## src/rtl/toaplan2_snd_pkg.sv

```systemverilog
// Shared types and constants for the Toaplan2 sound mixing blocks.
package toaplan2_snd_pkg;

  typedef enum logic [1:0] {
    IDLE,
    ACC,
    SCALE,
    OUT
  } state_e;

  localparam logic [7:0] GAIN_UNITY = 8'h10;
  localparam logic [4:0] FADE_MAX   = 5'd16;

  // Ceiling log2; clog2(1) = 0.
  function automatic int unsigned clog2(input int unsigned v);
    int unsigned r;
    r = 0;
    while ((32'd1 << r) < v) r++;
    return r;
  endfunction

endpackage

```

## src/rtl/toaplan2_snd_sat.sv

```systemverilog
// Combinational signed saturator from WI bits down to WO bits (WI > WO).
module toaplan2_snd_sat #(
  parameter int unsigned WI = 32,
  parameter int unsigned WO = 16
) (
  input  logic signed [WI-1:0] din,
  output logic signed [WO-1:0] dout_c,
  output logic                 clip_c
);

  localparam logic signed [WI-1:0] MAXV = {{(WI-WO+1){1'b0}}, {(WO-1){1'b1}}};
  localparam logic signed [WI-1:0] MINV = {{(WI-WO+1){1'b1}}, {(WO-1){1'b0}}};

  always_comb begin
    dout_c = din[WO-1:0];
    clip_c = 1'b0;
    if (din > MAXV) begin
      dout_c = {1'b0, {(WO-1){1'b1}}};
      clip_c = 1'b1;
    end else if (din < MINV) begin
      dout_c = {1'b1, {(WO-1){1'b0}}};
      clip_c = 1'b1;
    end
  end

endmodule

```

## src/rtl/toaplan2_snd_mix.sv

```systemverilog
// Time-multiplexed N-channel mixer: per-channel gain/mute through one shared
// multiplier, master fade ramp, saturation and a held clip indicator.
module toaplan2_snd_mix
  import toaplan2_snd_pkg::*;
#(
  parameter int unsigned NCH       = 4,
  parameter int unsigned WIN       = 16,
  parameter int unsigned WOUT      = 16,
  parameter int unsigned PEAK_HOLD = 1024
) (
  input  logic                   CLK96,
  input  logic                   RESET96_N,
  input  logic                   CEN,
  input  logic [NCH*WIN-1:0]     CH_DATA,
  input  logic [NCH*8-1:0]       CH_GAIN,
  input  logic [NCH-1:0]         CH_MUTE,
  input  logic                   MUTE_ALL,
  output logic signed [WOUT-1:0] MIXED,
  output logic                   SAMPLE_OUT,
  output logic                   PEAK,
  output logic                   BUSY,
  output logic                   OVR
);

  localparam int unsigned IW = clog2(NCH);
  localparam int unsigned AW = WIN + 9 + clog2(NCH);
  localparam int unsigned PW = AW + 5;
  localparam int unsigned HW = clog2(PEAK_HOLD) + 1;

  state_e                 state_q, state_d;
  logic [IW-1:0]          idx_q, idx_d;
  logic signed [AW-1:0]   acc_q, acc_d;
  logic signed [WIN-1:0]  snap_q [NCH];
  logic signed [WIN-1:0]  snap_d [NCH];
  logic [7:0]             gain_q [NCH];
  logic [7:0]             gain_d [NCH];
  logic [NCH-1:0]         mute_q, mute_d;
  logic [4:0]             fade_q, fade_d;
  logic [HW-1:0]          hold_q, hold_d;
  logic signed [WOUT-1:0] mixed_q, mixed_d;
  logic                   sample_q, sample_d;
  logic                   peak_q, peak_d;
  logic                   busy_q, busy_d;
  logic                   ovr_q, ovr_d;

  logic [7:0]             g_eff;
  logic signed [PW-1:0]   mul_a, mul_b, prod, scaled;
  logic signed [WOUT-1:0] sat_val;
  logic                   sat_clip;

  // State and datapath registers.
  always_ff @(posedge CLK96 or negedge RESET96_N) begin
    if (!RESET96_N) begin
      state_q  <= IDLE;
      idx_q    <= '0;
      acc_q    <= '0;
      for (int i = 0; i < NCH; i++) begin
        snap_q[i] <= '0;
        gain_q[i] <= '0;
      end
      mute_q   <= '0;
      fade_q   <= FADE_MAX;
      hold_q   <= '0;
      mixed_q  <= '0;
      sample_q <= 1'b0;
      peak_q   <= 1'b0;
      busy_q   <= 1'b0;
      ovr_q    <= 1'b0;
    end else begin
      state_q  <= state_d;
      idx_q    <= idx_d;
      acc_q    <= acc_d;
      for (int i = 0; i < NCH; i++) begin
        snap_q[i] <= snap_d[i];
        gain_q[i] <= gain_d[i];
      end
      mute_q   <= mute_d;
      fade_q   <= fade_d;
      hold_q   <= hold_d;
      mixed_q  <= mixed_d;
      sample_q <= sample_d;
      peak_q   <= peak_d;
      busy_q   <= busy_d;
      ovr_q    <= ovr_d;
    end
  end

  // Fade steps once per sample, in SCALE; the stepped value feeds this sample.
  always_comb begin
    fade_d = fade_q;
    if (state_q == SCALE) begin
      if (MUTE_ALL) begin
        if (fade_q != 5'd0) fade_d = fade_q - 5'd1;
      end else begin
        if (fade_q != FADE_MAX) fade_d = fade_q + 5'd1;
      end
    end
  end

  // The single multiplier: channel*gain during ACC, acc*fade during SCALE.
  always_comb begin
    g_eff = mute_q[idx_q] ? 8'd0 : gain_q[idx_q];
    if (state_q == SCALE) begin
      mul_a = PW'(acc_q >>> 4);
      mul_b = PW'(fade_d);
    end else begin
      mul_a = PW'(snap_q[idx_q]);
      mul_b = PW'({1'b0, g_eff});
    end
  end

  assign prod   = mul_a * mul_b;
  assign scaled = prod >>> 4;

  toaplan2_snd_sat #(
    .WI(PW),
    .WO(WOUT)
  ) u_sat (
    .din   (scaled),
    .dout_c(sat_val),
    .clip_c(sat_clip)
  );

  // Next-state and registered-output logic.
  always_comb begin
    state_d  = state_q;
    idx_d    = idx_q;
    acc_d    = acc_q;
    snap_d   = snap_q;
    gain_d   = gain_q;
    mute_d   = mute_q;
    hold_d   = hold_q;
    mixed_d  = mixed_q;
    sample_d = 1'b0;
    peak_d   = peak_q;
    busy_d   = busy_q;
    ovr_d    = CEN && (state_q != IDLE);

    unique case (state_q)
      IDLE: begin
        if (CEN) begin
          for (int i = 0; i < NCH; i++) begin
            snap_d[i] = CH_DATA[i*WIN +: WIN];
            gain_d[i] = CH_GAIN[i*8 +: 8];
          end
          mute_d  = CH_MUTE;
          acc_d   = '0;
          idx_d   = '0;
          busy_d  = 1'b1;
          state_d = ACC;
        end
      end
      ACC: begin
        acc_d = acc_q + AW'(prod);
        if (idx_q == IW'(NCH - 1)) begin
          state_d = SCALE;
        end else begin
          idx_d = idx_q + IW'(1);
        end
      end
      SCALE: begin
        mixed_d  = sat_val;
        sample_d = 1'b1;
        if (sat_clip) begin
          hold_d = HW'(PEAK_HOLD - 1);
          peak_d = 1'b1;
        end else begin
          peak_d = (hold_q != '0);
          if (hold_q != '0) hold_d = hold_q - HW'(1);
        end
        state_d = OUT;
      end
      OUT: begin
        busy_d  = 1'b0;
        state_d = IDLE;
      end
      default: state_d = IDLE;
    endcase
  end

  assign MIXED      = mixed_q;
  assign SAMPLE_OUT = sample_q;
  assign PEAK       = peak_q;
  assign BUSY       = busy_q;
  assign OVR        = ovr_q;

endmodule

```

## config.mk

```make
export PLATFORM = sky130hd
export DESIGN_NAME = toaplan2_snd_mix
export DESIGN_NICKNAME = d
export VERILOG_FILES = /design/src/rtl/toaplan2_snd_pkg.sv /design/src/rtl/toaplan2_snd_sat.sv /design/src/rtl/toaplan2_snd_mix.sv
export SDC_FILE = /design/constraint.sdc
export NUM_CORES = 1
export LEC_CHECK = 0
export ABC_AREA = 1
export CELL_PAD_IN_SITES_DETAIL_PLACEMENT = 1
export CELL_PAD_IN_SITES_GLOBAL_PLACEMENT = 1
export CORE_MARGIN = 2
export CORE_UTILIZATION = 42
export CTS_CLUSTER_DIAMETER = 30
export DETAILED_ROUTE_END_ITERATION = 7
export GPL_TIMING_DRIVEN = 0
export PLACE_DENSITY_LB_ADDON = 0.25
export SYNTH_ARGS = -nofsm -noshare
export SYNTH_HDL_FRONTEND = slang
export SYNTH_SLANG_ARGS = --single-unit
```

## constraint.sdc

```tcl
create_clock -name CLK96 -period 10.3 [get_ports CLK96]
set_clock_uncertainty 0.1 [all_clocks]
set_input_delay 1.545 -clock CLK96 [delete_from_list [all_inputs] [get_ports CLK96]]
set_output_delay 1.545 -clock CLK96 [all_outputs]
set_load 0.02 [all_outputs]
```

# Yosys cells after proc, flatten, opt, wreduce, memory -nomap -nowiden
# Index checks and enable logic that the tools add are counted.
# Widths: inputs -> output; s select.
# op_classes
n_eq_ne	8
addsub	5
n_reduce_logical	14
n_mul	1
n_lt_le_gt_ge	4
n_bitwise	1
mux	33
# ops
operator	n
$mux 16	4
$pmux 27 s2	1
$bmux 16 s2	1
$mul 32x9->32	1
$mux 32	1
$mux 8	4
$gt 28x16->1 const B	1
$lt 28x16->1 const B	1
$add 27x27->27	1
$mux 27	1
$mux 11	2
$mux 5	4
$bmux 8 s2	1
$reduce_bool 11->1	1
$sub 11x1->11 const B	1
$reduce_and 2->1	5
$mux 2	4
$pmux 2 s4	1
$reduce_bool 2->1	4
$eq 2x2->1 const B	3
$mux 1	6
$ne 2x2->1 const B	3
$add 5x1->5 const B	1
$ne 5x5->1 const B	1
13 further kinds	13
# word_totals
out_inout_bits	20
ff_bits	167
inputBits	104

# Longest topological paths before layout
# Gate-level depths: netlist of run 1.
# depth
depth_word	12
depth_mapped	42
mapped_depth_nobuf	42

# Modules after synthesis
# From an unflattened synthesis of run 1, not the netlist that was laid out.
# hier_totals
cells_unflattened	2164
hier_area_um2	15929.0
# by_module_without_submodules
mod	instances	area_per_inst_um2	cells_per_inst
toaplan2_snd_mix	1	15651.3	2100
toaplan2_snd_sat	1	277.8	64

# Least setup slack after synthesis of run 1
# No wires, ideal clock.
# synth_timing
path_kind	input port to flip-flop
startpoint	in MUTE_ALL
endpoint	reg acc_q[19]
cell_stages	29
setup_ps	123
required_ps	10077
slack_ps	2965
arrival_ps	7112
path_cell_list	inv_1 -> o21ai_0 -> o211ai_1 -> nand2_1 -> inv_1 -> clkbuf_1 -> nor2_1 -> fa_1 -> fa_1 -> fa_1 -> inv_1 -> fa_1 -> inv_1 -> ha_1 -> nand2_1 -> inv_1 -> a21oi_1 -> nand2_1 -> xor2_1 -> ha_1 -> a21oi_1 -> o21ai_0 -> o21bai_1 -> a21oi_1 -> inv_1 -> a21oi_1 -> o21ai_0 -> o21ai_0 -> nand2_1
# synth_between
elab_chain_cells	6
# synth_lines
element	line	rtl
start: declaration	toaplan2_snd_mix.sv:17	input logic MUTE_ALL,
$mux 5	toaplan2_snd_mix.sv:92	if (MUTE_ALL) begin
$mux 5	toaplan2_snd_mix.sv:91	if (state_q == SCALE) begin
$mux 8	toaplan2_snd_mix.sv:103	if (state_q == SCALE) begin
$mul 32x9->32	toaplan2_snd_mix.sv:112	assign prod = mul_a * mul_b;
$add 27x27->27	toaplan2_snd_mix.sv:154	acc_d = acc_q + AW'(prod);
$pmux 27 s2	toaplan2_snd_mix.sv:139	unique case (state_q)
end signal: assignment	toaplan2_snd_mix.sv:56	acc_q <= '0;
end signal: assignment	toaplan2_snd_mix.sv:72	acc_q <= acc_d;
end: declaration	toaplan2_snd_mix.sv:32	logic signed [AW-1:0] acc_q, acc_d;
# No other way between the ends.
# A chain may end at the register's enable or synchronous reset.

# Worst setup path after layout of run 1
# Ends and elaborated chain as after synthesis.

==> flow_summary.yaml, run 1 <==
outcome:
  status: "finished, final reports clean"
floorplan:
  rows: 72
  die_h_microns: 200.8
  die_w_microns: 200.8
  floorplan.initialDensity_pct: 42.30
  core_area_sq_um: 38470
  dieArea_sq_um: 40330
  io_pins: 124
global_route:
  grtUsageTotal_pct: 28.23
  grt_overflow_total: 0
  antenna_found_initial: 1
  grt_pass1_wl_microns: 89260
  grt_pass1_vias: 16580
  grt_max_degree: 94
job:
  cap_violations: 0
yosys:
  synth_most_common_cell: "nand2_1"
  synth_edf_count: 0
  synth-seq-cells: 167
  synth-seq-area-share_pct: 25.69
  syn_nets: 2625
  synthTopCellsByCount: "792 x nand2_1, 402 x inv_1, 206 x nor2_1"
  synth.avg_cell_area_sq_um: 7.142
  syn-cell-area_sq_um: 16270
  ys_async_sr_fraction_pct: 100.0
  yosysTopAreaCell: "dfrtp_1"
  synth_cell_types: 47
  netlist_top_cells_area: "dfrtp_1 26%, nand2_1 18%, fa_1 18%, inv_1 9.3%, ha_1 7.5%"
  synth_top_area_share_pct: 25.53
  ys_warn_count: 0
  synth_ff_type: "dfrtp_1"
  synthCells: 2278
clock_network:
  path_clk_slew_ns: 0.07
  cts_resized: 0
  cts_buffer_depth: 2
  numCtsBuffers: 17
  ctsHtreeMaxLevel: 4
  clock_latency_ns: 0.44
  cts.sinks: 167
  holdBufCountCts: 0
  cts_setup_buffers: 0
  root_buffer: "clkbuf_16"
  cts_tree: "built"
sta:
  worst_slew_pin_slew_ns: 1.392
  period_minus_slack_ns: 9.264
  final-setup-viol-count: 0
  max-slew-margin-rel_pct: 6.207
  hold_viol_final: 0
  finalWorstSetupSlack_ns: 1.036
  max_freq_mhz: 107.9
  fin_crit_sh_pct: 89.95
  slew_violations: 0
  rsz0062_at_grt: "false"
  tns_ns: 0
finish:
  area_growth_pct: 15.40
  multi_input_area_sq_um: 10260
  diodes: 0
  instances_no_fill: 2952
  seqCellArea_sq_um: 4180
  fin_nets: 2768
  drive_above_1_share_pct: 3.205
  nFillCells: 4972
placement:
  gp_congestion: 0.9155
  dp_hpwl_microns: 45040
  placed_cells: 2920
  io_buffer_count: 123
  place_ws_ns: 0.7103
critical_path:
  setup.reg_to_reg.worst_slack_ns: 1.26
  worst_setup_path_start_kind: "primary input"
  path_class: "primary input to flop"
  worst-path-max-fanout: 10
  worstPathRequired_ns: 10.58
  endpoint_kind: "flop"
  reg2reg_to: "acc_q[19]"
  reg2reg_from: "state_q[0]"
  cp_slowest_cell: "fa_1"
  cp-startpoint: "MUTE_ALL"
  reg2reg_depth: 32
  arrival_ns: 9.54
  max_stage_delay_ns: 0.58
drt:
  vias: 15330
  wl_microns: 55140
  vias_per_cell: 5.192
  routedWlPerCell_microns: 18.68
  drtIter0Drc: 829
  drc_errors: 0
  firstDrtPassIters: 5
  ant_nets: 0
min_path:
  hp-start: "gain_q[17]"
  holdPathStages: 2
  hold_class: "flop to flop"
  whs_endpoint: "gain_q[17]"
## worst max-delay path: cells and delay by family
| kind | cells | cell delay (ns) |
|---|---|---|
| buffers and inverters | 7 | 1.64 |
| and+or+nand+nor | 7 | 1.09 |
| adders and majority gates | 6 | 2.90 |
| xor gates and xnor gates | 1 | 0.43 |
| AOI/OAI and AO/OA | 10 | 1.90 |
## how the worst max path moves through the flow
stage | end | slack [ns]
3_3_place_gp | SAMPLE_OUT | 0.44
4_1_cts | acc_q[19] | 1.15
5_1_grt | acc_q[19] | 0.59
3_5_place_dp | acc_q[19] | 0.71
2_1_floorplan | acc_q[19] | 2.96
6_report | acc_q[19] | 1.04
## per-layer routing
metal / wire length (microns) / global-route usage (%) / vias up
met5: 12 / 0 / -
met4: 1401 / 7.593 / 2
met3: 2675 / 4.367 / 97
met2: 26160 / 47.36 / 365
met1: 24880 / 38.11 / 7663
li1: - / - / 7200
## cell usage in the layout, fill, tap and decap left out, types with 4 or more instances in the layout
cell type / count
a21o_1: 4
a21oi_1: 93
a31oi_1: 4
a32o_1: 16
and2_1: 6
buf_6: 4
clkbuf_1: 62
clkbuf_16: 17
clkbuf_8: 4
clkdlybuf4s50_1: 122
dfrtp_1: 166
fa_1: 145
ha_1: 98
inv_1: 402
nand2_1: 792
nand2_2: 9
nand3_1: 62
nand3_2: 5
nand3b_1: 4
nand4_1: 9
nor2_1: 206
nor2_2: 10
nor3_1: 7
o21ai_0: 84
o21bai_1: 4
o22ai_1: 14
o31ai_1: 5
xnor2_1: 11
xor2_1: 22
## through the flow
stage | utilization [%] | hold slack, ns | instance area (sq um)
global placement | 47.18 | 0.3605 | 18150
finish | 48.81 | 0.3797 | 18780
floorplan | - | 0.3436 | 16270
detailed placement | 47.27 | 0.3604 | 18180
global route | 48.81 | 0.4000 | 18780
CTS | 48.81 | 0.3806 | 18780
## cell families (layout without fill, tap and decap cells)
logic type / count (synthesis) / after routing / share of synthesized area, %
adders and majority gates: 243 / 243 / 25.38
DFF: 167 / 167 / 25.69
xor gates and xnor gates: 33 / 33 / 1.776
AOI/OAI and AO/OA: 239 / 239 / 8.413
buffers and inverters: 477 / 633 / 11.23
and+or+nand+nor: 1119 / 1119 / 27.51
## cell type report
class,instances,area share (%)
Multi-Input combinational cell,1634,54.66
Sequential cell,167,22.26
Inverter,405,8.097
Timing Repair Buffer,124,6.731
Tap cell,518,3.452
Clock buffer,21,2.559
Buffer,72,1.639
Clock inverter,11,0.5998
## state kept, by name (all words and copies together), names as in the netlist
signal	count
acc_q	27
SAMPLE_OUT	1
OVR	1
mute_q	4
gain_q	32
idx_q	2
state_q	2
snap_q	64
BUSY	1
fade_q	5
MIXED	16
hold_q	11
PEAK	1
Power of run 1 is not shown: default switching activity piles up to over one toggle a cycle in this logic, so the estimate is an artifact.
==> run 2, diff against run 1 <==
--- a/config.mk
+++ b/config.mk
@@ -14,6 +14,7 @@
 export DETAILED_ROUTE_END_ITERATION = 7
 export GPL_TIMING_DRIVEN = 0
 export PLACE_DENSITY_LB_ADDON = 0.25
+export SLEW_MARGIN = 20
 export SYNTH_ARGS = -nofsm -noshare
 export SYNTH_HDL_FRONTEND = slang
 export SYNTH_SLANG_ARGS = --single-unit
==> constraint.sdc (replaced) <==
create_clock -name CLK96 -period 10.61 [get_ports CLK96]
set_clock_uncertainty 0.1 [all_clocks]
set_input_delay 1.5915 -clock CLK96 [delete_from_list [all_inputs] [get_ports CLK96]]
set_output_delay 1.5915 -clock CLK96 [all_outputs]
set_load 0.02 [all_outputs]
==> flow_summary.yaml, run 2 (synthesis gave the netlist of run 1 again) <==
clock_network:
  cts.sinks: 167
  clock_latency_ns: 0.45
  ctsHtreeMaxLevel: 4
  holdBufCountCts: 0
  cts_resized: 0
  root_buffer: "clkbuf_16"
  cts_buffer_depth: 2
  numCtsBuffers: 17
  path_clk_slew_ns: 0.07
  cts_tree: "built"
  cts_setup_buffers: 0
drt:
  vias_per_cell: 5.213
  wl_microns: 55080
  drc_errors: 0
  routedWlPerCell_microns: 18.66
  vias: 15390
  firstDrtPassIters: 6
  ant_nets: 0
  drtIter0Drc: 894
global_route:
  antenna_found_initial: 1
  grt_pass1_wl_microns: 89260
  grt_pass1_vias: 16560
  grt_overflow_total: 0
  grt_max_degree: 94
  grtUsageTotal_pct: 28.23
outcome:
  status: "finished, final reports clean"
floorplan:
  io_pins: 124
  die_w_microns: 200.8
  die_h_microns: 200.8
  rows: 72
  dieArea_sq_um: 40330
  core_area_sq_um: 38470
  floorplan.initialDensity_pct: 42.30
critical_path:
  worst_setup_path_start_kind: "primary input"
  path_class: "primary input to flop"
  max_stage_delay_ns: 0.56
  arrival_ns: 9.60
  reg2reg_from: "state_q[0]"
  worstPathRequired_ns: 10.89
  cp_slowest_cell: "fa_1"
  cp-startpoint: "MUTE_ALL"
  setup.reg_to_reg.worst_slack_ns: 1.71
  worst-path-max-fanout: 10
  endpoint_kind: "flop"
  crit_end: "acc_q[19]"
  reg2reg_depth: 32
  reg2reg_to: "acc_q[19]"
placement:
  gp_congestion: 0.9155
  io_buffer_count: 123
  dp_hpwl_microns: 45040
finish:
  diodes: 0
  area_growth_pct: 15.40
  top_register: "snap_q"
  largest_register_ff_count: 64
  final_cell_mix: "792 x nand2_1, 402 x inv_1, 206 x nor2_1, 166 x dfrtp_1, 145 x fa_1"
  reg.largest.list: "snap_q: 64 flops, gain_q: 32 flops, acc_q: 27 flops"
  fin_nets: 2768
  drive_above_1_share_pct: 3.205
  final_common_cell: "nand2_1"
sta:
  final-setup-viol-count: 0
  tns_ns: 0
  rsz0062_at_grt: "false"
  worst_slew_pin_slew_ns: 1.089
  max-slew-margin-rel_pct: 26.60
  max_freq_mhz: 107.3
  fin_crit_sh_pct: 87.85
  hold_viol_final: 0
  slew_violations: 0
  period_minus_slack_ns: 9.320
min_path:
  hp-start: "gain_q[15]"
  hold_class: "flop to flop"
job:
  cap_violations: 0
-- run 2: cell counts in the layout (fill, tap and decap cells not counted) --
No cell type changed its count.
-- run 2: layer usage --
layer  up-vias  part of all wire, %  track usage, %
li1       7201                    -               -
met1      7734                   45           38.35
met2       359                   48           47.27
met3        92                  4.8           4.026
met4         2                  2.6           7.751
met5         -                0.022               0
-- run 2: cell type report --
type                       count  area (sq um)
fill                        4970         19690
multi-input combinational   1634         10260
sequential                   167          4180
inverter                     405          1520
timing repair buffer         124          1264
tap                          518         648.1
clock buffer                  21         480.5
buffer                        72         307.8
clock inverter                11         112.6
-- run 2: worst max-delay path, delay by kind of cell --
| kind | cells | cell delay (ns) |
|---|---|---|
| compound gates | 10 | 1.93 |
| simple gates | 7 | 1.10 |
| fa+ha+maj | 6 | 2.89 |
| buf+inv | 7 | 1.65 |
| xor+xnor | 1 | 0.42 |
-- run 2: how the worst min path moves through the flow --
stage / to / slack, ns / depth (start not counted)
6_report: gain_q[15] / 0.38 / 2
3_5_place_dp: gain_q[17] / 0.36 / 2
3_3_place_gp: gain_q[15] / 0.36 / 2
4_1_cts: gain_q[17] / 0.38 / 2
2_1_floorplan: gain_q[10] / 0.34 / 2
5_1_grt: gain_q[22] / 0.40 / 2
-- run 2: metrics by stage --
step	util [%]	hold WS (ns)	worst slack (ns)	instances	instance area, sq um
6_report	48.81	0.3814	1.290	2952	18780
5_1_grt	48.81	0.4000	0.8805	2952	18780
4_1_cts	48.81	0.3806	1.433	2952	18780
3_5_place_dp	47.27	0.3604	0.9934	2920	18180
3_3_place_gp	47.18	0.3605	0.7082	2919	18150
2_1_floorplan	-	0.3436	3.228	2278	16270
Power of run 2 is left out for the same reason.
